`src/rtl/prog_loader_pkg.sv`:
```
// prog_loader_pkg: shared types and constants for the boot-time program loader.
//   state_e - loader FSM states
//   MAGIC   - frame start byte
//   ByteW / WordW / CountW - stream byte, instruction word and word-count widths
package prog_loader_pkg;

    localparam int unsigned ByteW  = 8;
    localparam int unsigned WordW  = 32;
    localparam int unsigned CountW = 16;

    localparam logic [ByteW-1:0] MAGIC = 8'hA5;

    typedef enum logic [2:0] {
        StIdle,
        StCntHi,
        StCntLo,
        StData,
        StChk,
        StDone,
        StErr
    } state_e;

endpackage

```
`src/rtl/prog_loader_byte_packer.sv`:
```
// byte_packer: assembles four stream bytes into one big-endian 32-bit word.
//   clk_i, rst_ni  - clock, async active-low reset
//   clear_i        - drop any partial word and restart at byte 0
//   byte_valid_i   - byte_i is accepted this cycle
//   byte_i         - incoming byte (first byte of a word lands in bits 31:24)
//   word_o         - assembled word, valid while word_ready_o is high
//   word_ready_o   - combinational: this cycle's byte completes a word
module byte_packer
    import prog_loader_pkg::*;
(
    input  logic             clk_i,
    input  logic             rst_ni,
    input  logic             clear_i,
    input  logic             byte_valid_i,
    input  logic [ByteW-1:0] byte_i,
    output logic [WordW-1:0] word_o,
    output logic             word_ready_o
);

    logic [1:0]             idx_q;
    logic [WordW-ByteW-1:0] shift_q;

    // The 4th byte is not stored; it is merged straight into the output word.
    assign word_ready_o = byte_valid_i && (idx_q == 2'd3);
    assign word_o       = {shift_q, byte_i};

    always_ff @(posedge clk_i or negedge rst_ni) begin
        if (!rst_ni) begin
            idx_q   <= 2'd0;
            shift_q <= '0;
        end else if (clear_i) begin
            idx_q   <= 2'd0;
            shift_q <= '0;
        end else if (byte_valid_i) begin
            idx_q   <= idx_q + 2'd1;
            shift_q <= {shift_q[WordW-2*ByteW-1:0], byte_i};
        end
    end

endmodule

```
`src/rtl/prog_loader.sv`:
```
// prog_loader: boot-time instruction-memory writer. Parses a framed byte stream
// (A5, count_hi, count_lo, 4*N data bytes [, checksum]), writes big-endian words
// to consecutive word addresses from BASE_ADDR and releases the CPU when done.
// Optional feature macro: PROG_LOADER_CHECKSUM_EN (trailing XOR checksum byte).
//   clk_i, rst_ni          - clock, async active-low reset
//   in_valid_i, in_data_i  - byte stream input
//   in_ready_o             - byte accepted when in_valid_i & in_ready_o
//   imem_we_o, imem_addr_o, imem_wdata_o - one-cycle program memory write
//   cpu_hold_o             - hold CPU while high
//   done_o, error_o        - sticky success / bad frame flags
//   words_written_o        - words written so far
module prog_loader
    import prog_loader_pkg::*;
#(
    parameter logic [31:0] BASE_ADDR = 32'h0000_0000,
    parameter int unsigned MAX_WORDS = 1024
) (
    input  logic              clk_i,
    input  logic              rst_ni,
    input  logic              in_valid_i,
    input  logic [ByteW-1:0]  in_data_i,
    output logic              in_ready_o,
    output logic              imem_we_o,
    output logic [31:0]       imem_addr_o,
    output logic [WordW-1:0]  imem_wdata_o,
    output logic              cpu_hold_o,
    output logic              done_o,
    output logic              error_o,
    output logic [CountW-1:0] words_written_o
);

`ifdef PROG_LOADER_CHECKSUM_EN
    localparam state_e EndState = StChk;
`else
    localparam state_e EndState = StDone;
`endif

    state_e            state_q, state_d;
    logic [ByteW-1:0]  cnt_hi_q;
    logic [CountW-1:0] count_q, words_q;
    logic              in_ready_q, imem_we_q, cpu_hold_q, done_q, error_q;
    logic [31:0]       imem_addr_q;
    logic [WordW-1:0]  imem_wdata_q;

    logic              fire, data_fire, word_ready, last_word;
    logic [CountW-1:0] hdr_count, words_inc;
    logic [WordW-1:0]  packed_word;

    assign fire      = in_valid_i && in_ready_q;
    assign data_fire = fire && (state_q == StData);
    assign hdr_count = {cnt_hi_q, in_data_i};
    assign words_inc = words_q + 16'd1;
    assign last_word = word_ready && (words_inc == count_q);

    // Packer is held clear outside DATA so every frame starts at byte 0.
    byte_packer u_packer (
        .clk_i        (clk_i),
        .rst_ni       (rst_ni),
        .clear_i      (state_q != StData),
        .byte_valid_i (data_fire),
        .byte_i       (in_data_i),
        .word_o       (packed_word),
        .word_ready_o (word_ready)
    );

`ifdef PROG_LOADER_CHECKSUM_EN
    logic [ByteW-1:0] csum_q;

    always_ff @(posedge clk_i or negedge rst_ni) begin
        if (!rst_ni) begin
            csum_q <= '0;
        end else if (fire && state_q == StCntLo) begin
            csum_q <= '0;
        end else if (data_fire) begin
            csum_q <= csum_q ^ in_data_i;
        end
    end
`endif

    always_comb begin
        state_d = state_q;
        if (fire) begin
            unique case (state_q)
                StIdle:  if (in_data_i == MAGIC) state_d = StCntHi;
                StCntHi: state_d = StCntLo;
                StCntLo: begin
                    if ({16'd0, hdr_count} > MAX_WORDS) state_d = StErr;
                    else if (hdr_count == '0)           state_d = EndState;
                    else                                state_d = StData;
                end
                StData:  if (last_word) state_d = EndState;
`ifdef PROG_LOADER_CHECKSUM_EN
                StChk:   state_d = (in_data_i == csum_q) ? StDone : StErr;
`endif
                default: state_d = state_q;
            endcase
        end
    end

    // Status outputs are registered from the next state so they change together
    // with the state; the final data write and the release share one edge.
    always_ff @(posedge clk_i or negedge rst_ni) begin
        if (!rst_ni) begin
            state_q      <= StIdle;
            cnt_hi_q     <= '0;
            count_q      <= '0;
            words_q      <= '0;
            in_ready_q   <= 1'b1;
            imem_we_q    <= 1'b0;
            imem_addr_q  <= BASE_ADDR;
            imem_wdata_q <= '0;
            cpu_hold_q   <= 1'b1;
            done_q       <= 1'b0;
            error_q      <= 1'b0;
        end else begin
            state_q    <= state_d;
            in_ready_q <= (state_d != StDone);
            cpu_hold_q <= (state_d != StDone);
            done_q     <= (state_d == StDone);
            error_q    <= (state_d == StErr);
            imem_we_q  <= 1'b0;
            if (fire && state_q == StCntHi) cnt_hi_q <= in_data_i;
            if (fire && state_q == StCntLo) count_q <= hdr_count;
            if (data_fire && word_ready) begin
                imem_we_q    <= 1'b1;
                imem_addr_q  <= BASE_ADDR + {14'd0, words_q, 2'b00};
                imem_wdata_q <= packed_word;
                words_q      <= words_inc;
            end
        end
    end

    assign in_ready_o      = in_ready_q;
    assign imem_we_o       = imem_we_q;
    assign imem_addr_o     = imem_addr_q;
    assign imem_wdata_o    = imem_wdata_q;
    assign cpu_hold_o      = cpu_hold_q;
    assign done_o          = done_q;
    assign error_o         = error_q;
    assign words_written_o = words_q;

endmodule
```
`config.mk`:
```
export PLATFORM = sky130hd
export DESIGN_NAME = prog_loader
export DESIGN_NICKNAME = d
export VERILOG_FILES = /design/src/rtl/prog_loader_pkg.sv /design/src/rtl/prog_loader_byte_packer.sv /design/src/rtl/prog_loader.sv
export SDC_FILE = /design/constraint.sdc
export NUM_CORES = 1
export LEC_CHECK = 0
export CAP_MARGIN = 20
export CORE_UTILIZATION = 53
export CTS_CLUSTER_SIZE = 12
export DETAILED_ROUTE_END_ITERATION = 7
export GPL_ROUTABILITY_DRIVEN = 1
export PLACE_DENSITY = 0.8
export SKIP_CTS_REPAIR_TIMING = 1
export SYNTH_ARGS = -nofsm -noshare
export SYNTH_HDL_FRONTEND = slang
export SYNTH_SLANG_ARGS = --single-unit
```
`constraint.sdc`:
```
create_clock -name clk_i -period 3 [get_ports clk_i]
set_clock_uncertainty 0.1 [all_clocks]
set_input_delay 0.6 -clock clk_i [delete_from_list [all_inputs] [get_ports clk_i]]
set_output_delay 0.6 -clock clk_i [all_outputs]
set_load 0.03 [all_outputs]
```
==> summary by stage, run 1 <==
Outcome
The flow ran to the end, and the final reports show no timing, DRC or antenna violations.

Critical path
The critical path capture point is cpu_hold_o. In this run the worst setup path begins at words_written_o[1]. The endpoint required time on the critical path is 3.35 ns. Of all nets on the critical path, the largest fanout is 7. For flop-to-flop paths, the worst setup slack is 0.15 ns. The worst setup path is of the register to register kind. The source of the worst register-to-register timing path is words_written_o[1].

The worst setup path is launched from a register. Data arrives at the worst endpoint at 3.20 ns. The reg-to-reg critical path endpoint is cpu_hold_o. The number of cells on the worst reg-to-reg path is 8. The category of the worst setup path capture point is a register.

Cells and area
The post-layout utilization of the core is 71.7%. In the layout the commonest cells are sky130_fd_sc_hd__nand2_1 (211), sky130_fd_sc_hd__dfrtp_1 (120), sky130_fd_sc_hd__clkdlybuf4s50_1 (78), sky130_fd_sc_hd__a21oi_1 (31), sky130_fd_sc_hd__buf_4 (29). The number of diodes is 0. The library cell used most frequently in the layout, excluding fill and tap cells, is sky130_fd_sc_hd__nand2_1.

For this run, the number of standard cells in the final layout without fillers is 822. The post-synthesis to final-layout area growth is 28.8%. The share of final-layout standard cells stronger than drive strength 1 is 13.4%. The final layout net count is 689.

Logic synthesis
The most frequently used flop master after synthesis is sky130_fd_sc_hd__dfrtp_1. By area the synthesized netlist is led by sky130_fd_sc_hd__dfrtp_1 (54%), sky130_fd_sc_hd__nand2_1 (14%), sky130_fd_sc_hd__mux2_2 (4.9%). The number of standard cells after synthesis is 582. The share of synthesized area in the top cell type comes to 54.2%. The synthesized design spends more area on one cell type than any other, namely sky130_fd_sc_hd__dfrtp_1. After synthesis, the share of flip-flops with an asynchronous set or reset is 100%.

The yosys synthesis warning count is 0. Yosys mapped a number of flops with a built-in enable equal to 0. The sequential share of the synthesized area is 54.6%. The average instance in the mapped netlist occupies 9.53 um2. The synthesized netlist occupies a cell area of 5540 um2. After synthesis the netlist holds a flip-flop and latch count of 121. In this run, distinct cell masters in the synthesized netlist total 53.

Route
The remaining design rule violation count is 0. For this run, the detailed router's first-pass iteration total came to 5. The detailed-route wire length is 13,100 um. The number of DRC violations after detailed-routing iteration 0 is 233. Dividing the detail-routed wire length by the instance count gives 16.0 um. The count of nets left with antenna violations once routing finished came out at 0. In the routed layout, each cell is associated on average with a via count of 5.45.

The number of vias after detailed routing is 4,478.

STA
The share of the clock period used by the worst path is 95.0%. The final count of pins violating max slew is 0. The worst path setup slack after routing is 0.149 ns. The final count of hold timing violations is 0. At the pin with the least slew margin, the transition time is 0.611 ns. For the finished layout, the period the worst path requires is 2.85 ns. In this run the tightest slew margin relative to its limit is 59.3%. For this run, the top clock speed supported by timing is 351 MHz. The final count of negative-setup-slack endpoints is 0. Setup repair after global routing left no endpoint under its margin. For the final routed database, the setup TNS stands at 0 ns.

Clock tree
The number of levels the H-tree was split into is 4. The number of buffers created by CTS is 17. Clock-pin slew was measured on the worst setup and hold paths at 0.06 ns. The clock tree from TritonCTS is built. The clock net in this run drives a total of 121 sinks. No sink is reached through more buffers than the 2 on the longest clock path. The clock insertion delay at the later pin of the skew report is 0.52 ns.

The CTS root buffer is sky130_fd_sc_hd__clkbuf_8.

Placement
Input and output buffers added on the ports amount to 79. The count of placed standard cells including taps is 789. The congestion estimate from routability-driven global placement came to 0.844.

At the placement stage, the worst setup path has a slack of 0.0272 ns. Detailed placement finished with a half-perimeter wire length of 8680 um.

Power
IR analysis of the VDD net gives a maximum drop of 0.575 mV. The power after layout is 4.69 mW. The total leakage power is 3.34 nW.

The areal power density over the cells is 656 nW/um2.

Die
In this run the count of I/O pins placed on the die edge is 96. The die is 104 um tall. The floorplan die width is 104 um.

The core area is 9950 um2. The die outline area is 10,900 um2. The number of rows created at floorplan is 36. Once the floorplan was initialized, standard cells occupied 55.7% of the core.

GRT
The total congestion overflow after global routing is 0. The number of antenna violations at the first check in global routing is 0. The global-route wire length before repair is 22,200 um.

The via count of the first global-routing pass is 4,379. The maximum number of pins on one net before global-route repair is 57. The overall fraction of global-route tracks in use is 26.1%.

Run
The tool flagged a number of max-cap violations equal to 0.

Hold path
The class of the most critical hold timing path is register to register.
critical path: stages, from the launching register on:
cell and delay (ns):
sky130_fd_sc_hd__dfrtp_1 0.45, sky130_fd_sc_hd__ha_1 0.33, sky130_fd_sc_hd__nand3_1 0.16, sky130_fd_sc_hd__a2111oi_0 0.37, sky130_fd_sc_hd__nor3_1 0.08, sky130_fd_sc_hd__a211o_1 0.25
sky130_fd_sc_hd__nor4_2 0.46, sky130_fd_sc_hd__a31oi_1 0.20, sky130_fd_sc_hd__or3_1 0.38
power breakdown:
| group | switching, mW | internal [mW] | leakage [nW] |
|---|---|---|---|
| clock | 0.726 | 1.35 | 0.283 |
| combinational | 0.356 | 0.305 | 1.41 |
| sequential | 0.154 | 1.80 | 1.65 |
Yosys cell counts, types with 3 or more instances:
cell	number
sky130_fd_sc_hd__nand3_1	11
sky130_fd_sc_hd__nand2_1	211
sky130_fd_sc_hd__buf_4	20
sky130_fd_sc_hd__buf_2	7
sky130_fd_sc_hd__nor2_1	16
sky130_fd_sc_hd__o211ai_1	3
sky130_fd_sc_hd__mux2_2	24
sky130_fd_sc_hd__a31oi_1	4
sky130_fd_sc_hd__dfrtp_1	120
sky130_fd_sc_hd__inv_1	5
sky130_fd_sc_hd__nand4_1	6
sky130_fd_sc_hd__a21oi_1	31
sky130_fd_sc_hd__o21ai_0	6
sky130_fd_sc_hd__buf_1	4
sky130_fd_sc_hd__xor2_1	8
sky130_fd_sc_hd__xnor2_1	24
sky130_fd_sc_hd__nor3_1	7
sky130_fd_sc_hd__nand2b_1	6
sky130_fd_sc_hd__nor2b_1	3
sky130_fd_sc_hd__clkbuf_1	18
sky130_fd_sc_hd__and2_1	3
sky130_fd_sc_hd__a22oi_1	3
through the flow:
step | hold slack (ns) | area [um2]
4_1_cts | -0.0360 | 7130
3_5_place_dp | 0.360 | 6530
5_1_grt | 0.401 | 7140
2_1_floorplan | 0.204 | 5600
3_3_place_gp | 0.352 | 6530
6_report | 0.371 | 7140
cell type report:
| cell class | instances | area [um2] |
|---|---|---|
| repair buffers | 110 | 1050 |
| flip-flops and latches | 121 | 3030 |
| well taps | 133 | 166 |
| inverters | 5 | 18.8 |
| multi-input cells | 421 | 2280 |
| clock inverters | 11 | 170 |
| fillers | 726 | 2810 |
| clock buffers | 21 | 429 |
worst min-delay path by stage:
stage	start	endpoint	depth (start not counted)
after floorplan	rst_ni	cnt_hi_q[0]	0
after global placement	u_packer.shift_q[23]	imem_wdata_o[31]	2
after detailed placement	u_packer.shift_q[21]	imem_wdata_o[29]	2
after CTS	rst_ni	imem_wdata_o[1]	1
after global routing	u_packer.shift_q[23]	imem_wdata_o[31]	2
final	u_packer.shift_q[23]	imem_wdata_o[31]	2
state kept, by name (all words and copies together) (netlist names), 2 cells and up:
register	flops
imem_wdata_o	32
u_packer.shift_q	24
count_q	16
imem_addr_o	16
words_written_o	16
cnt_hi_q	8
state_q	3
u_packer.idx_q	2
per-layer routing:
layer  up-vias  track usage (%)  share of wire [%]
met5         -                0                  0
met4         0             10.1                1.9
met3        22             4.26                5.2
met2       192             40.7                 49
met1      2176             36.6                 44
li1       2088                -                  -
cells by family (layout without fill, tap and decap cells):
kind of cell / after synthesis / after routing / synth area share (%)
AOI/OAI and AO/OA: 63 / 63 / 7.00
xor gates and xnor gates: 32 / 32 / 5.06
adders and majority gates: 2 / 2 / 0.451
buffers and inverters: 55 / 147 / 5.37
DFF: 121 / 121 / 54.6
muxes: 24 / 24 / 4.87
other: 1 / 16 / 0.0676
and+or+nand+nor: 284 / 284 / 22.5
(Power assumes the default switching activity.)
==> run 2, diff against run 1 <==
- CTS_CLUSTER_SIZE: 12 -> 16
==> results of run 2 <==
No change in the layout: final DEF, timing and power equal those of run 1.
